File: config.mk
export PLATFORM = sky130hd
export DESIGN_NAME = instr_fetch_unit
export DESIGN_NICKNAME = d
export VERILOG_FILES = /design/src/rtl/proc_pkg.sv /design/src/rtl/instr_fetch_unit_pc_reg.sv /design/src/rtl/instr_fetch_unit.sv
export SDC_FILE = /design/constraint.sdc
export NUM_CORES = 1
export LEC_CHECK = 0
export BUFFER_PORTS_ARGS = -buffer_cell sky130_fd_sc_hd__buf_2
export CORE_MARGIN = 8
export CORE_UTILIZATION = 51
export CTS_CLUSTER_SIZE = 16
export DETAILED_ROUTE_END_ITERATION = 16
export GPL_ROUTABILITY_DRIVEN = 0
export PLACE_DENSITY_LB_ADDON = 0.05
export REMOVE_ABC_BUFFERS = 1
export SYNTH_ARGS = -nofsm -noshare
export SYNTH_HDL_FRONTEND = slang
export SYNTH_HIERARCHICAL = 1
export SYNTH_SLANG_ARGS = --single-unit
File: constraint.sdc
create_clock -name clk -period 6.3 [get_ports clk]
set_clock_uncertainty 0.1 [all_clocks]
set_input_delay 0.945 -clock clk [delete_from_list [all_inputs] [get_ports clk]]
set_output_delay 0.945 -clock clk [all_outputs]
set_load 0.01 [all_outputs]
File: src/rtl/proc_pkg.sv
// Shared definitions for the processor front end: instruction word layout,
// special opcodes and the fetch FSM state encoding.
//   PC_WIDTH     instruction address width (PC wraps modulo 2**PC_WIDTH)
//   INSTR_WIDTH  instruction word width: [15:10] opcode, [9:0] operand
//   OPC_WIDTH    opcode width, matches the sequencer IR input
package proc_pkg;

    localparam int PC_WIDTH    = 8;
    localparam int INSTR_WIDTH = 16;
    localparam int OPC_WIDTH   = 6;
    localparam int OPND_WIDTH  = 10;

    localparam int OPC_MSB  = 15;
    localparam int OPC_LSB  = 10;
    localparam int OPND_MSB = 9;
    localparam int OPND_LSB = 0;

    localparam logic [OPC_WIDTH-1:0] OPC_NOP  = 6'd0;
    localparam logic [OPC_WIDTH-1:0] OPC_HALT = 6'd63;

    typedef enum logic [2:0] {
        ST_IDLE,
        ST_REQ,
        ST_WAIT,
        ST_EXEC,
        ST_HALT
    } fetch_state_t;

    function automatic logic [OPC_WIDTH-1:0] opc_of(input logic [INSTR_WIDTH-1:0] word);
        return word[OPC_MSB:OPC_LSB];
    endfunction

    function automatic logic [OPND_WIDTH-1:0] opnd_of(input logic [INSTR_WIDTH-1:0] word);
        return word[OPND_MSB:OPND_LSB];
    endfunction

endpackage

File: src/rtl/instr_fetch_unit_pc_reg.sv
// Program counter register.
//   clk       clock
//   rst       synchronous active-high clear
//   inc       advance by one, wrapping modulo 2**WIDTH
//   load      load load_val (wins over inc)
//   load_val  jump target
//   pc        current program counter
module pc_reg #(
    parameter int WIDTH = 8
) (
    input  logic             clk,
    input  logic             rst,
    input  logic             inc,
    input  logic             load,
    input  logic [WIDTH-1:0] load_val,
    output logic [WIDTH-1:0] pc
);

    // NOTE: state registers use non-blocking assignments so every flop
    // samples pre-edge values regardless of block evaluation order.
    always_ff @(posedge clk) begin
        if (rst) begin
            pc <= '0;
        end else if (load) begin
            pc <= load_val;
        end else if (inc) begin
            pc <= pc + 1'b1;   // natural wrap at 2**WIDTH
        end
    end

endmodule

File: src/rtl/instr_fetch_unit.sv
// Instruction fetch unit feeding the microcode sequencer. Reads instruction
// RAM at pc, presents the opcode until the sequencer reports completion, and
// forces opcode 0 between instructions so the sequencer step counter rewinds.
// NOP words are skipped, opcode 63 halts, and the datapath may jump in EXEC.
//   clk, rst            clock, synchronous active-high reset
//   start               begin fetching (honoured in IDLE only)
//   iram_addr/rd_en     RAM address (= pc) and one-cycle read request
//   iram_data/valid     RAM read data and its valid strobe
//   instr_done          sequencer completion pulse (honoured in EXEC only)
//   pc_load/pc_load_val datapath jump request and target (EXEC only)
//   ir_opcode           opcode to sequencer, 0 outside EXEC
//   ir_operand          operand field of the latched instruction
//   pc, busy, halted    program counter and status flags
module instr_fetch_unit
    import proc_pkg::*;
(
    input  logic                   clk,
    input  logic                   rst,
    input  logic                   start,
    output logic [PC_WIDTH-1:0]    iram_addr,
    output logic                   iram_rd_en,
    input  logic [INSTR_WIDTH-1:0] iram_data,
    input  logic                   iram_valid,
    input  logic                   instr_done,
    input  logic                   pc_load,
    input  logic [PC_WIDTH-1:0]    pc_load_val,
    output logic [OPC_WIDTH-1:0]   ir_opcode,
    output logic [OPND_WIDTH-1:0]  ir_operand,
    output logic [PC_WIDTH-1:0]    pc,
    output logic                   busy,
    output logic                   halted
);

    fetch_state_t           state;
    logic                   pc_inc;
    logic                   pc_jump;
    logic [OPC_WIDTH-1:0]   fetched_opc;

    assign fetched_opc = opc_of(iram_data);

    // Returned data is only meaningful while a read is outstanding; a late
    // strobe after a reset or in any other state must not move the PC.
    assign pc_inc  = (state == ST_WAIT) && iram_valid;
    assign pc_jump = (state == ST_EXEC) && pc_load;

    pc_reg #(.WIDTH(PC_WIDTH)) u_pc_reg (
        .clk      (clk),
        .rst      (rst),
        .inc      (pc_inc),
        .load     (pc_jump),
        .load_val (pc_load_val),
        .pc       (pc)
    );

    assign iram_addr = pc;

    // The latched instruction is split: the operand half is held in
    // ir_operand, the opcode half only reaches the sequencer in EXEC so that
    // it reads as 0 through every REQ/WAIT gap.
    always_ff @(posedge clk) begin
        if (rst) begin
            state      <= ST_IDLE;
            iram_rd_en <= 1'b0;
            ir_opcode  <= '0;
            ir_operand <= '0;
            busy       <= 1'b0;
            halted     <= 1'b0;
        end else begin
            case (state)
                ST_IDLE: begin
                    if (start) begin
                        state      <= ST_REQ;
                        iram_rd_en <= 1'b1;
                        busy       <= 1'b1;
                    end
                end

                ST_REQ: begin
                    iram_rd_en <= 1'b0;
                    state      <= ST_WAIT;
                end

                ST_WAIT: begin
                    if (iram_valid) begin
                        ir_operand <= opnd_of(iram_data);
                        if (fetched_opc == OPC_NOP) begin
                            state      <= ST_REQ;
                            iram_rd_en <= 1'b1;
                        end else if (fetched_opc == OPC_HALT) begin
                            state  <= ST_HALT;
                            busy   <= 1'b0;
                            halted <= 1'b1;
                        end else begin
                            state     <= ST_EXEC;
                            ir_opcode <= fetched_opc;
                        end
                    end
                end

                ST_EXEC: begin
                    // A jump in the same cycle is applied by pc_reg, so the
                    // REQ that follows already addresses the new target.
                    if (instr_done) begin
                        ir_opcode  <= '0;
                        state      <= ST_REQ;
                        iram_rd_en <= 1'b1;
                    end
                end

                ST_HALT: begin
                    // Only reset leaves HALT.
                end

                default: begin
                    state <= ST_IDLE;
                end
            endcase
        end
    end

endmodule
# ---- Yosys cells after proc, flatten, opt, wreduce, memory -nomap -nowiden
# Index checks and enable logic that the tools add are counted.
dict set report word_totals {
  ff_bits 30
  latchBits 0
  ram_bits 0
  rom_bits 0
  mem_count 0
}
dict set report classes {
  addsub 1
  n_mul 0
  div_mod_pow 0
  n_lt_le_gt_ge 0
  eq_ne 12
  shift 0
  mux 22
  n_bitwise 2
  n_reduce_logical 14
}
# cell count
set ops {}
lappend ops {{$mux 6} 4}
lappend ops {{$mux 8} 2}
lappend ops {{$mux 3} 5}
lappend ops {{$pmux 3 s5} 1}
lappend ops {{$reduce_and 5->1} 3}
lappend ops {{$pmux 6 s2} 1}
lappend ops {{$ne 2x2->1 const B} 5}
lappend ops {{$add 8x1->8 const B} 1}
lappend ops {{$reduce_and 4->1} 2}
lappend ops {{$mux 1} 7}
lappend ops {{$eq 3x2->1 const B} 2}
lappend ops {{$eq 6x6->1 const B} 1}
lappend ops {{$logic_not 6->1} 1}
lappend ops {{$reduce_bool 2->1} 3}
lappend ops {{$ne 2x1->1 const B} 2}
lappend ops {{$pmux 1 s4} 1}
lappend ops {{$reduce_bool 4->1} 1}
lappend ops {{$eq 3x1->1 const B} 1}
lappend ops {{$eq 3x3->1 const B} 1}
lappend ops {{$logic_not 3->1} 1}
lappend ops {{$logic_and 1x1->1} 2}
lappend ops {{$not 1->1} 2}
lappend ops {{$pmux 1 s2} 1}
lappend ops {{$reduce_and 2->1} 1}

# ---- Longest topological paths before layout
dict set report depth {
  ltp_word 5
  ltp_mapped 9
  depth_no_buf 6
}

# ---- By module
# Netlist, hierarchy kept.
# mod instances cells_each area_each_um2 seq_area_each_um2
set by_module_without_submodules {}
lappend by_module_without_submodules {instr_fetch_unit 1 125 1086.0 440.4}
lappend by_module_without_submodules {pc_reg 1 53 464.2 160.2}

# ---- Least setup slack after synthesis
# OpenSTA, ideal clock, no wires.
dict set report synth_timing {
  path_type {input to register}
  from {in iram_valid}
  to {reg u_pc_reg.pc[7]}
  setup_ns 0.079
  t_arrival_ns 2.274
  path_slack_ns 3.848
  path_stages 7
  path_buffers 2
  path_cell_list {nand2_1 inv_1 buf_2 buf_6 or3b_1 or4_1 o211ai_1}
}
dict set report synth_between {
  elab_chain_cells 2
}
# item line
set synth_lines {}
lappend synth_lines {{from (decl)} instr_fetch_unit.sv:23} ;# input logic iram_valid,
lappend synth_lines {{$logic_and 1x1->1} instr_fetch_unit.sv:43} ;# assign pc_inc = (state == ST_WAIT) && iram_valid;
lappend synth_lines {{net pc_inc} instr_fetch_unit.sv:35} ;# logic pc_inc;
lappend synth_lines {{$reduce_bool 2->1 (no line)} --}
lappend synth_lines {{to (signal assigned)} instr_fetch_unit_pc_reg.sv:25} ;# pc <= load_val;
lappend synth_lines {{to (signal assigned)} instr_fetch_unit_pc_reg.sv:27} ;# pc <= pc + 1'b1;
lappend synth_lines {{to (decl)} instr_fetch_unit_pc_reg.sv:16} ;# output logic [WIDTH-1:0] pc
# The timed path passes the listed nets, and every way through them passes these cells.
# A chain may end at the register's enable or synchronous reset.

# ---- Final worst setup path
dict set report layout_timing {
  from {reg state[1]}
  to {reg u_pc_reg.pc[7]}
}
dict set report layout_between {
  elab_chain_cells 3
}
# item line
set layout_lines {}
lappend layout_lines {{from (decl)} instr_fetch_unit.sv:34} ;# fetch_state_t state;
lappend layout_lines {{from (signal assigned)} instr_fetch_unit.sv:62} ;# state <= ST_IDLE;
lappend layout_lines {{from (signal assigned)} instr_fetch_unit.sv:72} ;# state <= ST_REQ;
lappend layout_lines {{from (signal assigned)} instr_fetch_unit.sv:80} ;# state <= ST_WAIT;
lappend layout_lines {{$eq 3x2->1 (on tied branches)} {instr_fetch_unit.sv:44, instr_fetch_unit.sv:43}}
lappend layout_lines {{$logic_and 1x1->1 (on tied branches)} {instr_fetch_unit.sv:44, instr_fetch_unit.sv:43}}
lappend layout_lines {{$mux 8 / $reduce_bool 2->1 (equally long branches)} --}
# Parallel ways exist; a longest one is shown, timed or not.

==> impl_metrics.tcl <==
set metrics [dict create \
    status "completed" \
    rsz0062_at_grt "no" \
    reg2reg_depth 6 \
    largest_reg_flops 10 \
    fin_nets 263 \
    dr.max_layer_used "met4" \
    fmax_mhz 361 \
    yosysTopAreaCellShare_pct 38.7 \
    ant_nets 0 \
    worstHoldStart "ir_operand[4]" \
    post_cts_buffers 0 \
    p_leak_nw 0.831 \
    grt_util_all_layers_pct 15.4 \
    grt_antenna_before_repair 0 \
    vias_per_cell 5.32 \
    relSlewSlack_pct 61.1 \
    cp_max_fo 21 \
    hold_path.class "register to register" \
    fillCellCount 278 \
    cts_root_buf "clkbuf_4" \
    drive_gt1_share_pct 35.2 \
    grt_overflow 0 \
    vias 1415 \
    worstHoldPathCells 2 \
    cts_tree "built" \
    synth_cell_type_count 39 \
    yosysTopAreaCell "dfxtp_1" \
    final_max_slew_viol_count 0 \
    row_count 20 \
    dr.pass1.iters 4 \
    grt_max_degree 34 \
    startpoint "state[1]" \
    cts-htree-levels 2 \
    hold_viol_final 0 \
    fp.dieW_um 71.1 \
    yosys-top-cells-area "dfxtp_1 (39%), nand2_1 (8.0%), a21oi_1 (5.8%)" \
    setup_viol 0 \
    grt_pass1_vias 1477 \
    cts-resized-gates 0 \
    drt_iter0_drc 92 \
    vdd_ir_drop_max_mv 0.169 \
    syn_area_um2 1550 \
    end_kind "register" \
    io_pins 65 \
    cts-hold-fix-buffers 0 \
    p_per_area_nw_per_um2 263 \
    fin_crit_ns 2.77 \
    initial_core_util_pct 52.1 \
    diodes 0 \
    ys_seq_elements 30 \
    fin_crit_sh_pct 44.0 \
    die-area_um2 5060 \
    wirelength_mm 3.80 \
    fin_util_pct 62.7 \
    syn_inst 178 \
    syn_to_final_growth_pct 20.5 \
    clockBufferDepth 2 \
    worstPathRequired_ns 6.47 \
    clkLatencyLatePin_ns 0.33 \
    cp-start-kind "register" \
    dr_wl_met3_um 286 \
    worstMarginPinSlew_ns 0.582 \
    die_y_um 71.1 \
    avgSynthCellArea_um2 8.71 \
    clk_pin_slew_ns 0.10 \
    regToRegStartpoint "state[1]" \
    dr_wl_met2_mm 1.75 \
    cts_buffers 5 \
    io_buffer_count 64 \
    cap_violations 0 \
    core_um2 2980 \
    cts.sinks 30 \
    drc 0 \
    tns_ns 0 \
    ys_seq_area_share_pct 38.7 \
    yosysWarnings 6 \
    grt_pass1_wl_mm 6.46 \
    drt-met1-wl_mm 1.73 \
    wire_per_inst_um 14.3 \
    worst-setup-path-type "register to register" \
    hpwlAfterDp_mm 2.84 \
    critPathArrivalTime_ns 2.94 \
    p_total_w 0.000492 \
]
[cells by family (layout without fill, tap and decap cells)]
| group | count (synthesis) | after routing | share of synthesized area (%) |
|---|---|---|---|
| AOI/OAI and AO/OA | 35 | 35 | 16.2 |
| xor gates and xnor gates | 4 | 4 | 2.26 |
| adders and majority gates | 1 | 1 | 0.807 |
| buffers and inverters | 22 | 77 | 9.04 |
| DFF | 30 | 30 | 38.7 |
| muxes | 11 | 11 | 7.26 |
| and+or+nand+nor | 75 | 75 | 25.7 |
[critical path, stage by stage (launching register included)]
cell	delay (ns)
dfxtp_1	0.53
nor3b_2	0.28
nand2_1	0.26
inv_1	0.52
or3b_1	0.41
or4_1	0.49
o211ai_1	0.10
[layout make-up]
cell class	instances	area (um^2)	share of cell area (%)
clock inverters	3	40.0	2.14
well taps	33	41.3	2.21
repair buffers	64	320	17.1
clock buffers	5	37.5	2.01
inverters	5	18.8	1.00
flip-flops and latches	30	601	32.2
multi-input cells	126	810	43.3
[where the power goes]
part	leakage [nW]	total, W	internal (W)	switching (W)
sequential	0.244	0.000227	0.000207	0.0000204
combinational	0.543	0.000112	0.0000511	0.0000608
clock	0.0450	0.000152	0.0000821	0.0000703
[metrics by stage]
step / cell area (um^2) / hold WS, ns / instances / setup slack (ns)
CTS: 1870 / 0.362 / 266 / 3.52
global placement: 1790 / 0.338 / 258 / 3.39
detailed placement: 1790 / 0.347 / 258 / 3.31
global route: 1870 / 0.393 / 266 / 3.31
finish: 1870 / 0.356 / 266 / 3.53
floorplan: 1430 / 0.374 / 161 / 3.71
[placed cells by master, fill, tap and decap left out, drive strengths merged, types with 4 or more instances in the layout]
cell type  instances
inv                5
nand4              4
nand2             33
mux2i              9
clkbuf             5
xor2               4
nor2               9
buf               64
nor3               4
nor3b              4
o211ai             5
nand2b             6
a21oi             18
a211oi             5
dfxtp             30
[layer usage]
layer	track usage, %	vias to the layer above
met4	7.62	0
li1	-	730
met3	5.08	5
met5	0	-
met1	18.1	633
met2	24.3	47
[cell usage after synthesis]
cell	number
o211ai_1	5
a211oi_4	1
nand4_1	4
a211oi_2	1
buf_6	3
clkbuf_1	4
nor3b_1	3
o221ai_1	1
mux2_2	2
mux2i_1	9
or4b_1	1
nor4bb_1	1
ha_1	1
and2_1	1
nor2_1	9
nor2b_1	3
or4_4	1
a21oi_1	18
a221oi_2	1
a211oi_1	3
buf_4	9
a31oi_1	1
o31a_1	1
a21bo_2	1
nor3b_2	1
or3b_1	1
or4_1	2
inv_1	5
dfxtp_1	30
nor3_1	4
nand2_1	33
o31ai_2	1
nor4_4	1
and3_1	1
nand2b_1	6
nand3_1	3
o21a_1	1
buf_2	1
xor2_1	4
[worst paths after layout]
check                        end  slack [ns]
hold / removal     ir_operand[4]        0.36
hold reg to reg    ir_operand[4]        0.36
setup reg to reg  u_pc_reg/pc[7]        3.53
setup / recovery  u_pc_reg/pc[7]        3.53
Power figures use the tool's default switching activity.
